<file path="src/rtl/wave_mon_pkg.sv">
// -----------------------------------------------------------------------------
// wave_mon_pkg
//   Shared types and helpers for the wave_edge_monitor block.
//   - edge_kind_e : which transition of a monitored bit counts as an edge
//   - fail_code_e : cause recorded for the most recent failure of a channel
//   - mon_state_e : per-channel monitor FSM states
//   - edge_match  : combinational edge classifier for one bit
// -----------------------------------------------------------------------------
package wave_mon_pkg;

  typedef enum logic [1:0] {
    RISE = 2'd0,
    FALL = 2'd1,
    ANY  = 2'd2,
    RSVD = 2'd3
  } edge_kind_e;

  typedef enum logic [1:0] {
    NONE    = 2'd0,
    EARLY   = 2'd1,
    TIMEOUT = 2'd2,
    CONFIG  = 2'd3
  } fail_code_e;

  typedef enum logic {
    IDLE = 1'b0,
    WAIT = 1'b1
  } mon_state_e;

  // The reserved kind never matches, so a channel configured with it stays inert.
  function automatic logic edge_match(input logic cur, input logic prev,
                                      input edge_kind_e kind);
    case (kind)
      RISE:    return cur & ~prev;
      FALL:    return ~cur & prev;
      ANY:     return cur ^ prev;
      default: return 1'b0;
    endcase
  endfunction

endpackage

</file>
<file path="src/rtl/wave_mon_channel.sv">
// -----------------------------------------------------------------------------
// wave_mon_channel
//   One edge-to-edge timing check. Arms on a source edge, counts cycles and
//   resolves on a destination edge (pass / early fail) or on reaching the
//   maximum delay (timeout fail). Keeps a sticky fail flag, the last fail code
//   and a saturating fail counter.
//
// Ports
//   clk, rst_n        clock, asynchronous active-low reset
//   en                channel enable; low forces IDLE without a result
//   clr               clears sticky flag, fail code and counter
//   edge_vld          edge history valid (masks all edges when low)
//   src_cur/src_prev  current / previous sample of the selected source bit
//   src_edge          live source edge kind
//   dst_sel/dst_edge  destination bit index / kind, latched on arm
//   min_dly/max_dly   delay window, latched on arm (max 0 = unbounded)
//   dst_cur/dst_prev  current / previous sample of the latched destination bit
//   dst_sel_q         latched destination index, used by the parent's mux
//   pass/fail         one-cycle result pulses
//   fail_code         last fail cause
//   fail_sticky       set on any fail until cleared
//   fail_cnt          saturating fail count
//   busy              channel is in WAIT
// -----------------------------------------------------------------------------
module wave_mon_channel
  import wave_mon_pkg::*;
#(
  parameter int DLY_W = 8,
  parameter int CNT_W = 16,
  parameter int SEL_W = 3
) (
  input  logic             clk,
  input  logic             rst_n,
  input  logic             en,
  input  logic             clr,
  input  logic             edge_vld,
  input  logic             src_cur,
  input  logic             src_prev,
  input  logic [1:0]       src_edge,
  input  logic [SEL_W-1:0] dst_sel,
  input  logic [1:0]       dst_edge,
  input  logic [DLY_W-1:0] min_dly,
  input  logic [DLY_W-1:0] max_dly,
  input  logic             dst_cur,
  input  logic             dst_prev,
  output logic [SEL_W-1:0] dst_sel_q,
  output logic             pass,
  output logic             fail,
  output logic [1:0]       fail_code,
  output logic             fail_sticky,
  output logic [CNT_W-1:0] fail_cnt,
  output logic             busy
);

  localparam logic [CNT_W-1:0] CNT_ONE = {{(CNT_W-1){1'b0}}, 1'b1};

  function automatic logic [DLY_W-1:0] sat_inc_dly(input logic [DLY_W-1:0] v);
    return (&v) ? v : v + 1'b1;
  endfunction

  function automatic logic [CNT_W-1:0] sat_inc_cnt(input logic [CNT_W-1:0] v);
    return (&v) ? v : v + 1'b1;
  endfunction

  mon_state_e       state_q, state_d;
  logic [DLY_W-1:0] k_q, k_d, k_inc;
  logic [DLY_W-1:0] min_q, max_q;
  edge_kind_e       dst_kind_q;
  fail_code_e       code_q;

  logic             src_hit, dst_hit, cfg_bad, timeout;
  logic             arm, res_pass, res_fail;
  fail_code_e       res_code;

  assign src_hit = edge_vld & edge_match(src_cur, src_prev, edge_kind_e'(src_edge));
  assign dst_hit = edge_vld & edge_match(dst_cur, dst_prev, dst_kind_q);
  assign cfg_bad = (max_dly != '0) && (min_dly > max_dly);
  // Checks use the post-increment count: first cycle after the trigger is k = 1.
  assign k_inc   = sat_inc_dly(k_q);
  assign timeout = (max_q != '0) && (k_inc == max_q);

  always_comb begin
    state_d  = state_q;
    k_d      = k_q;
    arm      = 1'b0;
    res_pass = 1'b0;
    res_fail = 1'b0;
    res_code = NONE;
    if (!en) begin
      state_d = IDLE;
      k_d     = '0;
    end else begin
      case (state_q)
        IDLE: begin
          // A destination edge in IDLE is ignored, even alongside a source.
          if (src_hit) begin
            if (cfg_bad) begin
              res_fail = 1'b1;
              res_code = CONFIG;
            end else begin
              arm     = 1'b1;
              state_d = WAIT;
              k_d     = '0;
            end
          end
        end
        WAIT: begin
          k_d = k_inc;
          if (dst_hit) begin
            if (k_inc < min_q) begin
              res_fail = 1'b1;
              res_code = EARLY;
            end else begin
              res_pass = 1'b1;
            end
          end else if (timeout) begin
            res_fail = 1'b1;
            res_code = TIMEOUT;
          end
          // A source edge only matters when the current check resolves;
          // then the channel re-arms straight away with fresh config.
          if (dst_hit || timeout) begin
            k_d = '0;
            if (src_hit && !cfg_bad) begin
              arm = 1'b1;
            end else begin
              state_d = IDLE;
            end
          end
        end
        default: begin
          state_d = IDLE;
          k_d     = '0;
        end
      endcase
    end
  end

  // Stage boundary: FSM state, delay counter, result pulses and fail record.
  always_ff @(posedge clk or negedge rst_n) begin
    if (!rst_n) begin
      state_q     <= IDLE;
      k_q         <= '0;
      pass        <= 1'b0;
      fail        <= 1'b0;
      code_q      <= NONE;
      fail_sticky <= 1'b0;
      fail_cnt    <= '0;
    end else begin
      state_q <= state_d;
      k_q     <= k_d;
      pass    <= res_pass;
      fail    <= res_fail;
      if (res_fail) begin
        // A fail coincident with clr wins: the record restarts at this fail.
        fail_sticky <= 1'b1;
        code_q      <= res_code;
        fail_cnt    <= clr ? CNT_ONE : sat_inc_cnt(fail_cnt);
      end else if (clr) begin
        fail_sticky <= 1'b0;
        code_q      <= NONE;
        fail_cnt    <= '0;
      end
    end
  end

  // Stage boundary: destination and window config captured at arm time.
  always_ff @(posedge clk) begin
    if (arm) begin
      dst_sel_q  <= dst_sel;
      dst_kind_q <= edge_kind_e'(dst_edge);
      min_q      <= min_dly;
      max_q      <= max_dly;
    end
  end

  assign fail_code = code_q;
  assign busy      = (state_q == WAIT);

endmodule

</file>
<file path="src/rtl/wave_edge_monitor.sv">
// -----------------------------------------------------------------------------
// wave_edge_monitor
//   Run-time configurable edge-to-edge timing monitor with NUM_CH independent
//   channels over an NUM_SIG-bit signal vector. Holds the one-cycle sample
//   history, selects each channel's source/destination bits and packs the
//   per-channel results onto flat ports.
//
// Ports
//   clk, rst_n                clock, asynchronous active-low reset
//   sig_i        [NUM_SIG]    monitored signals, synchronous to clk
//   chan_en_i    [NUM_CH]     channel enables
//   src_sel_i    [NUM_CH*SEL_W] source bit index per channel
//   dst_sel_i    [NUM_CH*SEL_W] destination bit index per channel
//   src_edge_i   [NUM_CH*2]   source edge kind (rise/fall/any/reserved)
//   dst_edge_i   [NUM_CH*2]   destination edge kind
//   min_dly_i    [NUM_CH*DLY_W] minimum delay in cycles
//   max_dly_i    [NUM_CH*DLY_W] maximum delay in cycles, 0 = unbounded
//   clr_i                     clears sticky flags, fail codes and counters
//   pass_o/fail_o [NUM_CH]    one-cycle result pulses
//   fail_code_o  [NUM_CH*2]   last fail cause per channel
//   fail_sticky_o [NUM_CH]    sticky fail flags
//   fail_cnt_o   [NUM_CH*CNT_W] saturating fail counters
//   busy_o       [NUM_CH]     channel waiting for its destination
// -----------------------------------------------------------------------------
module wave_edge_monitor
  import wave_mon_pkg::*;
#(
  parameter int NUM_SIG = 8,
  parameter int NUM_CH  = 4,
  parameter int DLY_W   = 8,
  parameter int CNT_W   = 16,
  // Derived; leave at its default.
  parameter int SEL_W   = $clog2(NUM_SIG)
) (
  input  logic                    clk,
  input  logic                    rst_n,
  input  logic [NUM_SIG-1:0]      sig_i,
  input  logic [NUM_CH-1:0]       chan_en_i,
  input  logic [NUM_CH*SEL_W-1:0] src_sel_i,
  input  logic [NUM_CH*SEL_W-1:0] dst_sel_i,
  input  logic [NUM_CH*2-1:0]     src_edge_i,
  input  logic [NUM_CH*2-1:0]     dst_edge_i,
  input  logic [NUM_CH*DLY_W-1:0] min_dly_i,
  input  logic [NUM_CH*DLY_W-1:0] max_dly_i,
  input  logic                    clr_i,
  output logic [NUM_CH-1:0]       pass_o,
  output logic [NUM_CH-1:0]       fail_o,
  output logic [NUM_CH*2-1:0]     fail_code_o,
  output logic [NUM_CH-1:0]       fail_sticky_o,
  output logic [NUM_CH*CNT_W-1:0] fail_cnt_o,
  output logic [NUM_CH-1:0]       busy_o
);

  logic [NUM_SIG-1:0] sig_q;
  logic               prev_vld;

  // Stage boundary: previous-sample history. Edges stay masked until the
  // first post-reset sample exists, so nothing fires from the reset value.
  always_ff @(posedge clk or negedge rst_n) begin
    if (!rst_n) begin
      sig_q    <= '0;
      prev_vld <= 1'b0;
    end else begin
      sig_q    <= sig_i;
      prev_vld <= 1'b1;
    end
  end

  for (genvar c = 0; c < NUM_CH; c++) begin : g_ch
    logic [SEL_W-1:0] src_sel_c;
    logic [SEL_W-1:0] dst_sel_q_c;
    logic             src_cur_c, src_prev_c;
    logic             dst_cur_c, dst_prev_c;

    assign src_sel_c  = src_sel_i[c*SEL_W +: SEL_W];
    assign src_cur_c  = sig_i[src_sel_c];
    assign src_prev_c = sig_q[src_sel_c];
    // The destination follows the index latched at arm, not the live input.
    assign dst_cur_c  = sig_i[dst_sel_q_c];
    assign dst_prev_c = sig_q[dst_sel_q_c];

    wave_mon_channel #(
      .DLY_W (DLY_W),
      .CNT_W (CNT_W),
      .SEL_W (SEL_W)
    ) u_ch (
      .clk         (clk),
      .rst_n       (rst_n),
      .en          (chan_en_i[c]),
      .clr         (clr_i),
      .edge_vld    (prev_vld),
      .src_cur     (src_cur_c),
      .src_prev    (src_prev_c),
      .src_edge    (src_edge_i[c*2 +: 2]),
      .dst_sel     (dst_sel_i[c*SEL_W +: SEL_W]),
      .dst_edge    (dst_edge_i[c*2 +: 2]),
      .min_dly     (min_dly_i[c*DLY_W +: DLY_W]),
      .max_dly     (max_dly_i[c*DLY_W +: DLY_W]),
      .dst_cur     (dst_cur_c),
      .dst_prev    (dst_prev_c),
      .dst_sel_q   (dst_sel_q_c),
      .pass        (pass_o[c]),
      .fail        (fail_o[c]),
      .fail_code   (fail_code_o[c*2 +: 2]),
      .fail_sticky (fail_sticky_o[c]),
      .fail_cnt    (fail_cnt_o[c*CNT_W +: CNT_W]),
      .busy        (busy_o[c])
    );
  end

endmodule

</file>
<file path="config.mk">
export PLATFORM = sky130hd
export DESIGN_NAME = wave_edge_monitor
export DESIGN_NICKNAME = d
export VERILOG_FILES = /design/src/rtl/wave_mon_pkg.sv /design/src/rtl/wave_mon_channel.sv /design/src/rtl/wave_edge_monitor.sv
export SDC_FILE = /design/constraint.sdc
export NUM_CORES = 1
export LEC_CHECK = 0
export ABC_AREA = 1
export CORE_MARGIN = 2
export CORE_UTILIZATION = 45
export DETAILED_ROUTE_END_ITERATION = 6
export GPL_ROUTABILITY_DRIVEN = 0
export HOLD_SLACK_MARGIN = 0.02
export PLACE_DENSITY = 0.78
export SYNTH_ARGS = -nofsm -noshare
export SYNTH_HDL_FRONTEND = slang
export SYNTH_SLANG_ARGS = --single-unit
</file>
<file path="constraint.sdc">
create_clock -name clk -period 7.35 [get_ports clk]
set_input_delay 1.47 -clock clk [delete_from_list [all_inputs] [get_ports clk]]
set_output_delay 1.47 -clock clk [all_outputs]
set_load 0.1 [all_outputs]
</file>
== Yosys cells after proc, flatten, opt, wreduce, memory -nomap -nowiden ==
Cells that the tools add are included.

* Muxes and demuxes: 195
* $lt $le $gt $ge: 16
* Reductions and logical operators: 56
* Eq/ne operators: 32
* Bitwise logic cells: 52
* Add/sub/neg operators: 8

{| class="wikitable"
|+ Operators by type and width
! operator !! count
|-
| $mux W16 || 13
|-
| $mux W8 || 20
|-
| $mux W1 || 93
|-
| $add A16 B1 Y16 const B || 4
|-
| $pmux W8 S2 || 4
|-
| $reduce_and A16 Y1 || 4
|-
| $reduce_bool A8 Y1 || 8
|-
| $mux W2 || 25
|-
| $bmux W1 S3 || 16
|-
| $add A8 B1 Y8 const B || 4
|-
| $eq A8 B8 Y1 || 4
|-
| $gt A8 B8 Y1 || 4
|-
| $lt A3 B4 Y1 const B || 8
|-
| $lt A8 B8 Y1 || 4
|-
| $reduce_and A8 Y1 || 4
|-
| $and A1 B1 Y1 || 24
|-
| $pmux W1 S2 || 12
|-
| $pmux W1 S3 || 8
|-
| $not A1 Y1 || 20
|-
| $eq A2 B1 Y1 const B || 8
|-
| $eq A2 B2 Y1 const B || 8
|-
| $logic_not A2 Y1 || 8
|-
| $pmux W2 S2 || 4
|-
| $reduce_and A2 Y1 || 8
|-
| 8 further kinds || 44
|}

* Register bits: 213
* Logic and storage cells: 405
* Input port bits: 119

== Depth between registers and ports, before layout ==
* Word-level depth: 11
* Mapped depth: 22
* Gate-level depth less buffers: 21

== Cells and area by module ==
A second synthesis with hierarchy kept.

* Cells, all modules: 1,918
* Area total of the unflattened synthesis: 14,501.4 sq um

{| class="wikitable"
|+ By module, submodules not included
! module !! cells an instance !! area each (sq um) !! instances !! seq. area each (sq um)
|-
| wave_mon_channel (g_ch[1].u_ch ...) || 394 || 3,226.8 || 2 || 1,381.3
|-
| wave_mon_channel (g_ch[3].u_ch) || 398 || 3,265.6 || 1 || 1,381.3
|-
| wave_mon_channel (g_ch[0].u_ch) || 402 || 3,189.3 || 1 || 1,381.3
|-
| wave_edge_monitor || 330 || 1,592.8 || 1 || 225.2
|}

== Worst setup path after synthesis ==
Ideal clock, no wire load.

* Path kind: in2reg
* From: in sig_i[7]
* To: reg g_ch[2].u_ch.dst_kind_q[0] (enable)
* Setup slack: 2,161 ps
* Buffers on the path: 1
* Setup time: 438 ps
* Required time: 6,912 ps
* Arrival time: 4,751 ps
* Cell stages on the path: 12
* Cell sequence: buf_1 -> nor2_1 -> o21ai_0 -> inv_1 -> o21ai_0 -> inv_1 -> ha_1 -> a21oi_1 -> o21ai_0 -> a21oi_1 -> inv_1 -> a311oi_1

* Longest elaborated chain between the ends: 11

{| class="wikitable"
|+ Ends and longest elaborated chain
! item !! line !! source
|-
| start: declaration || wave_edge_monitor.sv:37 || <nowiki>input logic [NUM_SIG-1:0] sig_i,</nowiki>
|-
| $bmux W1 S3 || wave_edge_monitor.sv:76 || <nowiki>assign src_cur_c = sig_i[src_sel_c];</nowiki>
|-
| $mux W1 (not written as such) || wave_edge_monitor.sv:76 ||
|-
| $not A1 Y1 || wave_mon_pkg.sv:35 || <nowiki>FALL: return ~cur & prev;</nowiki>
|-
| $and A1 B1 Y1 || wave_mon_pkg.sv:35 ||
|-
| $pmux W1 S3 || wave_mon_pkg.sv:33 || <nowiki>case (kind)</nowiki>
|-
| $and A1 B1 Y1 || wave_mon_channel.sv:75 || <nowiki>assign src_hit = edge_vld & edge_match(src_cur, src_prev, edge_kind_e'(src_edge));</nowiki>
|-
| $logic_and A1 B1 Y1 || wave_mon_channel.sv:124 || <nowiki>if (src_hit && !cfg_bad) begin</nowiki>
|-
| $mux W1 || wave_mon_channel.sv:124 ||
|-
| $mux W1 || wave_mon_channel.sv:122 || <nowiki>if (dst_hit || timeout) begin</nowiki>
|-
| $pmux W1 S2 * || wave_mon_channel.sv:93 || <nowiki>case (state_q)</nowiki>
|-
| $mux W1 * || wave_mon_channel.sv:89 || <nowiki>if (!en) begin</nowiki>
|-
| net g_ch[2].u_ch.arm || wave_mon_channel.sv:72 || <nowiki>logic arm, res_pass, res_fail;</nowiki>
|-
| end signal: assignment || wave_mon_channel.sv:171 || <nowiki>dst_kind_q <= edge_kind_e'(dst_edge);</nowiki>
|-
| end: declaration || wave_mon_channel.sv:68 || <nowiki>edge_kind_e dst_kind_q;</nowiki>
|}

Mark *: on every way through the listed nets, which the timed path passes. The rest lies on a longest branch. The select of a mux whose other input is x is not followed.
A chain may end at the register's enable or synchronous reset.

== Worst setup path in the final report ==
* From: in sig_i[5]
* To: reg g_ch[1].u_ch.dst_sel_q[0] (enable)

* Longest elaborated chain between the ends: 11

{| class="wikitable"
|+ Ends and longest elaborated chain
! item !! line !! source
|-
| $bmux W1 S3 || wave_edge_monitor.sv:76 ||
|-
| $mux W1 (not written as such) || wave_edge_monitor.sv:76 ||
|-
| $not A1 Y1 || wave_mon_pkg.sv:35 ||
|-
| $and A1 B1 Y1 || wave_mon_pkg.sv:35 ||
|-
| $pmux W1 S3 || wave_mon_pkg.sv:33 ||
|-
| $and A1 B1 Y1 || wave_mon_channel.sv:75 ||
|-
| $logic_and A1 B1 Y1 || wave_mon_channel.sv:124 ||
|-
| $mux W1 || wave_mon_channel.sv:124 ||
|-
| $mux W1 || wave_mon_channel.sv:122 ||
|-
| $pmux W1 S2 * || wave_mon_channel.sv:93 ||
|-
| $mux W1 * || wave_mon_channel.sv:89 ||
|-
| net g_ch[1].u_ch.arm || wave_mon_channel.sv:72 ||
|-
| end signal: assignment || wave_mon_channel.sv:170 || <nowiki>dst_sel_q <= dst_sel;</nowiki>
|-
| end: declaration || wave_mon_channel.sv:46 || <nowiki>output logic [SEL_W-1:0] dst_sel_q,</nowiki>
|}

Marks and branches as above.

==> metrics <==
slowest CP cell a21oi_2; Post-Syn Instances 1,849; share of the synthesized area in the top cell type 0.231; Die Y-Extent 180 um; largest net degree at the start of global routing 71; CTS tree built; CP startpoint kind input pin; post-route ant nets 0; post-route cell area 17,000 um^2; Ys Warns 0; H-tree levels 1; cts hold-fix bufs 0; area delta synth->final 21.9%; Worst VDD drop 0.171 mV; clk sinks 213; area leader, netlist dfrtp_1; grt met3 use 0.0420; detailed placer's ending HPWL 26,700 um; clk slew on worst S/H paths 60 ps; asr flop ratio synth 0.606; hold slack 481 ps; ys flop type dfrtp_1; largest cells by area after synthesis dfrtp_1 (23%), edfxtp_1 (18%), nand2_1 (14%); crit-path max cell delay 890 ps; final setup violating endpoints 0; Vias 13,000; Slew HR 0.185; CTS Buffer Depth 3; ordered list of cells on the worst path clkdlybuf4s50_1 > inv_1 > a21oi_1 > o21ai_0 > o21ai_0 > inv_1 > o21ai_0 > inv_1 > ha_1 > a21oi_1 > o21ai_0 > a21oi_1 > nor2_1 > a21oi_2; Port Buffers 206; Global Route Usage Sum 0.215; clock skew 9.20 ps; xor/xnor share of the synthesized area 0.0238; Post-synth EDFFs 84; Syn Nets 2,052; first-pass GRT wire length 59,000 um; clk_lat worst skew approximately 520 ps; P per Cell Area 171 nW/um^2; max frequency 208 MHz; Max-Cap Viols 0; final WL 35,400 um; worst-path fanout max 21; Worst-Margin Slew 1220 ps; Worst setup EP type register; post-synthesis compound-gate area fraction 0.104; Post-Syn Area 14,000 um^2; mux cell area share after synthesis 0; Fin. Hold Viols 0; aggregate negative setup slack 0 ps; busiest metal layer after global routing met2; fin. max-slew vios 0; core area 30,600 um^2; row count 64; Seq cells post-synth between 200 and 250; post-CTS resize count 0; final period utilization 0.653; share of layout cells above drive strength 1 0.0432; DR iter-0 viols 888; clock root cell clkbuf_16; wire length per cell 14.4 um; ant diodes 0; largest family of logic cells by synthesized area simple AND/OR/NAND/NOR gates; initial antenna violation count 1; post-CTS setup buffer count 0; Pleak 8.02 nW; critical path class input pin to register; die width roughly 180 um; minimum clock period approximately 4800 ps; iteration count of the initial detailed-routing pass 7; I/O pin total around 210; die area about 32,000 um^2; global routing usage on met1 0.277; met2 global-route usage 0.358; Seq/Total Area, Yosys 0.412; CP Data Required Time between 7000 and 8000 ps; Post-Synth Simple-Gate Area 0.290; fin nets 2,242; Post-Syn Area per Cell 7.56 um^2; most used cell, CP o21ai_0; reg2reg setup slack 3550 ps; vias per cell 5.29; RSZ-0062 raised after global routing false; vias in the first global route around 12,000; critical path arrival 4930 ps; Post-Synth Adder-Cell Area 0.0752; post-synth cell types 48; Area after DPL 16,300 um^2; Num CTS Buffers 25; GRT overflow 0; initial core utilization 0.457; outcome finished, final reports clean; Hold Path Class register to register; number of remaining DRC errors 0
## kinds of logic (layout without fill, tap and decap cells)
logic type,Yosys count,count (layout)
simple gates,921,921
flops,213,213
other cells,1,1
compound gates,273,273
xor+xnor,38,38
fa+ha+maj,84,84
buf+inv,319,528
## cell usage after synthesis (16+ instances only)
master and n:
xor2_1 25, buf_4 16, inv_1 268, nand3b_1 24, o21ai_0 154, nand4_1 38
nor2_1 147, edfxtp_1 84, nand2_1 511, nand3_1 119, nor3_1 22, a21oi_1 79
ha_1 84, dfrtp_1 129
## routing by layer
layer / up-vias / wire length (um)
met2: 435 / 16400
met3: 88 / 2440
met4: 2 / 1310
met5: - / 11
met1: 6009 / 15200
li1: 6443 / -
## cells in the final DEF, fill, tap and decap left out, types with 14 or more instances in the layout
cell type / Yosys / layout
nand2_2: 14 / 14
dfrtp_1: 129 / 129
nand2_1: 511 / 511
o21ai_0: 154 / 154
clkbuf_16: 0 / 25
xor2_1: 25 / 25
nor2_1: 147 / 147
ha_1: 84 / 84
edfxtp_1: 84 / 84
a21oi_1: 79 / 77
nand3b_1: 24 / 24
nor3_1: 22 / 22
nand4_1: 38 / 38
inv_1: 268 / 268
clkdlybuf4s50_1: 0 / 205
nand3_1: 119 / 119
## metrics by stage
step / total power [W] / setup WS (ps) / cells / util
2_1_floorplan: 0.00159 / 2160 / 1849 / -
3_3_place_gp: 0.00174 / 2150 / 2408 / 0.532
3_5_place_dp: 0.00176 / 2020 / 2408 / 0.532
4_1_cts: 0.00294 / 2560 / 2454 / 0.557
5_1_grt: 0.00303 / 2250 / 2454 / 0.557
6_report: 0.00291 / 2550 / 2454 / 0.557
## power breakdown
part	leakage, nW	switching, W	internal [W]
combinational	5.11	0.000291	0.000147
clock	0.376	0.000490	0.000685
sequential	2.53	0.0000273	0.00127
total	8.02	0.000808	0.00210
## layout make-up
| type | instances | area [um^2] |
|---|---|---|
| fill | 2739 | 13600 |
| timing repair buffer | 210 | 2090 |
| clock buffer | 37 | 691 |
| multi-input combinational | 1317 | 6900 |
| tap | 396 | 495 |
| clock inverter | 9 | 75.1 |
| inverter | 272 | 1020 |
| sequential | 213 | 5750 |
## sequential cells by signal, summed over array words and instances, names as in the netlist
name                   cells
g_ch.u_ch.fail_cnt        64
prev_vld                   1
g_ch.u_ch.fail             4
g_ch.u_ch.busy             4
sig_q                      8
g_ch.u_ch.min_q           32
g_ch.u_ch.k_q             32
g_ch.u_ch.dst_kind_q       8
g_ch.u_ch.max_q           32
g_ch.u_ch.fail_code        8
g_ch.u_ch.dst_sel_q       12
g_ch.u_ch.pass             4
g_ch.u_ch.fail_sticky      4
## final timing paths
| path | startpoint | endpoint | cells after the start |
|---|---|---|---|
| setup reg to reg | g_ch[1].u_ch.dst_sel_q[0] | g_ch[1].u_ch.dst_sel_q[0] | 12 |
| max in group asynchronous | rst_n | g_ch[3].u_ch.fail_cnt[1] | 2 |
| hold reg to reg | g_ch[2].u_ch.fail_code[1] | g_ch[2].u_ch.fail_code[1] | 2 |
| min in group asynchronous | rst_n | g_ch[2].u_ch.busy | 1 |
| hold / removal | g_ch[2].u_ch.fail_code[1] | g_ch[2].u_ch.fail_code[1] | 2 |
| setup / recovery | sig_i[5] | g_ch[1].u_ch.dst_sel_q[0] | 14 |
## critical path, delay by kind of cell
kind,cells,cell delay [ps]
buf+inv,4,740
fa+ha+maj,1,300
simple gates,1,270
compound gates,8,2150
Note: power is estimated with default switching activity, not from simulation.
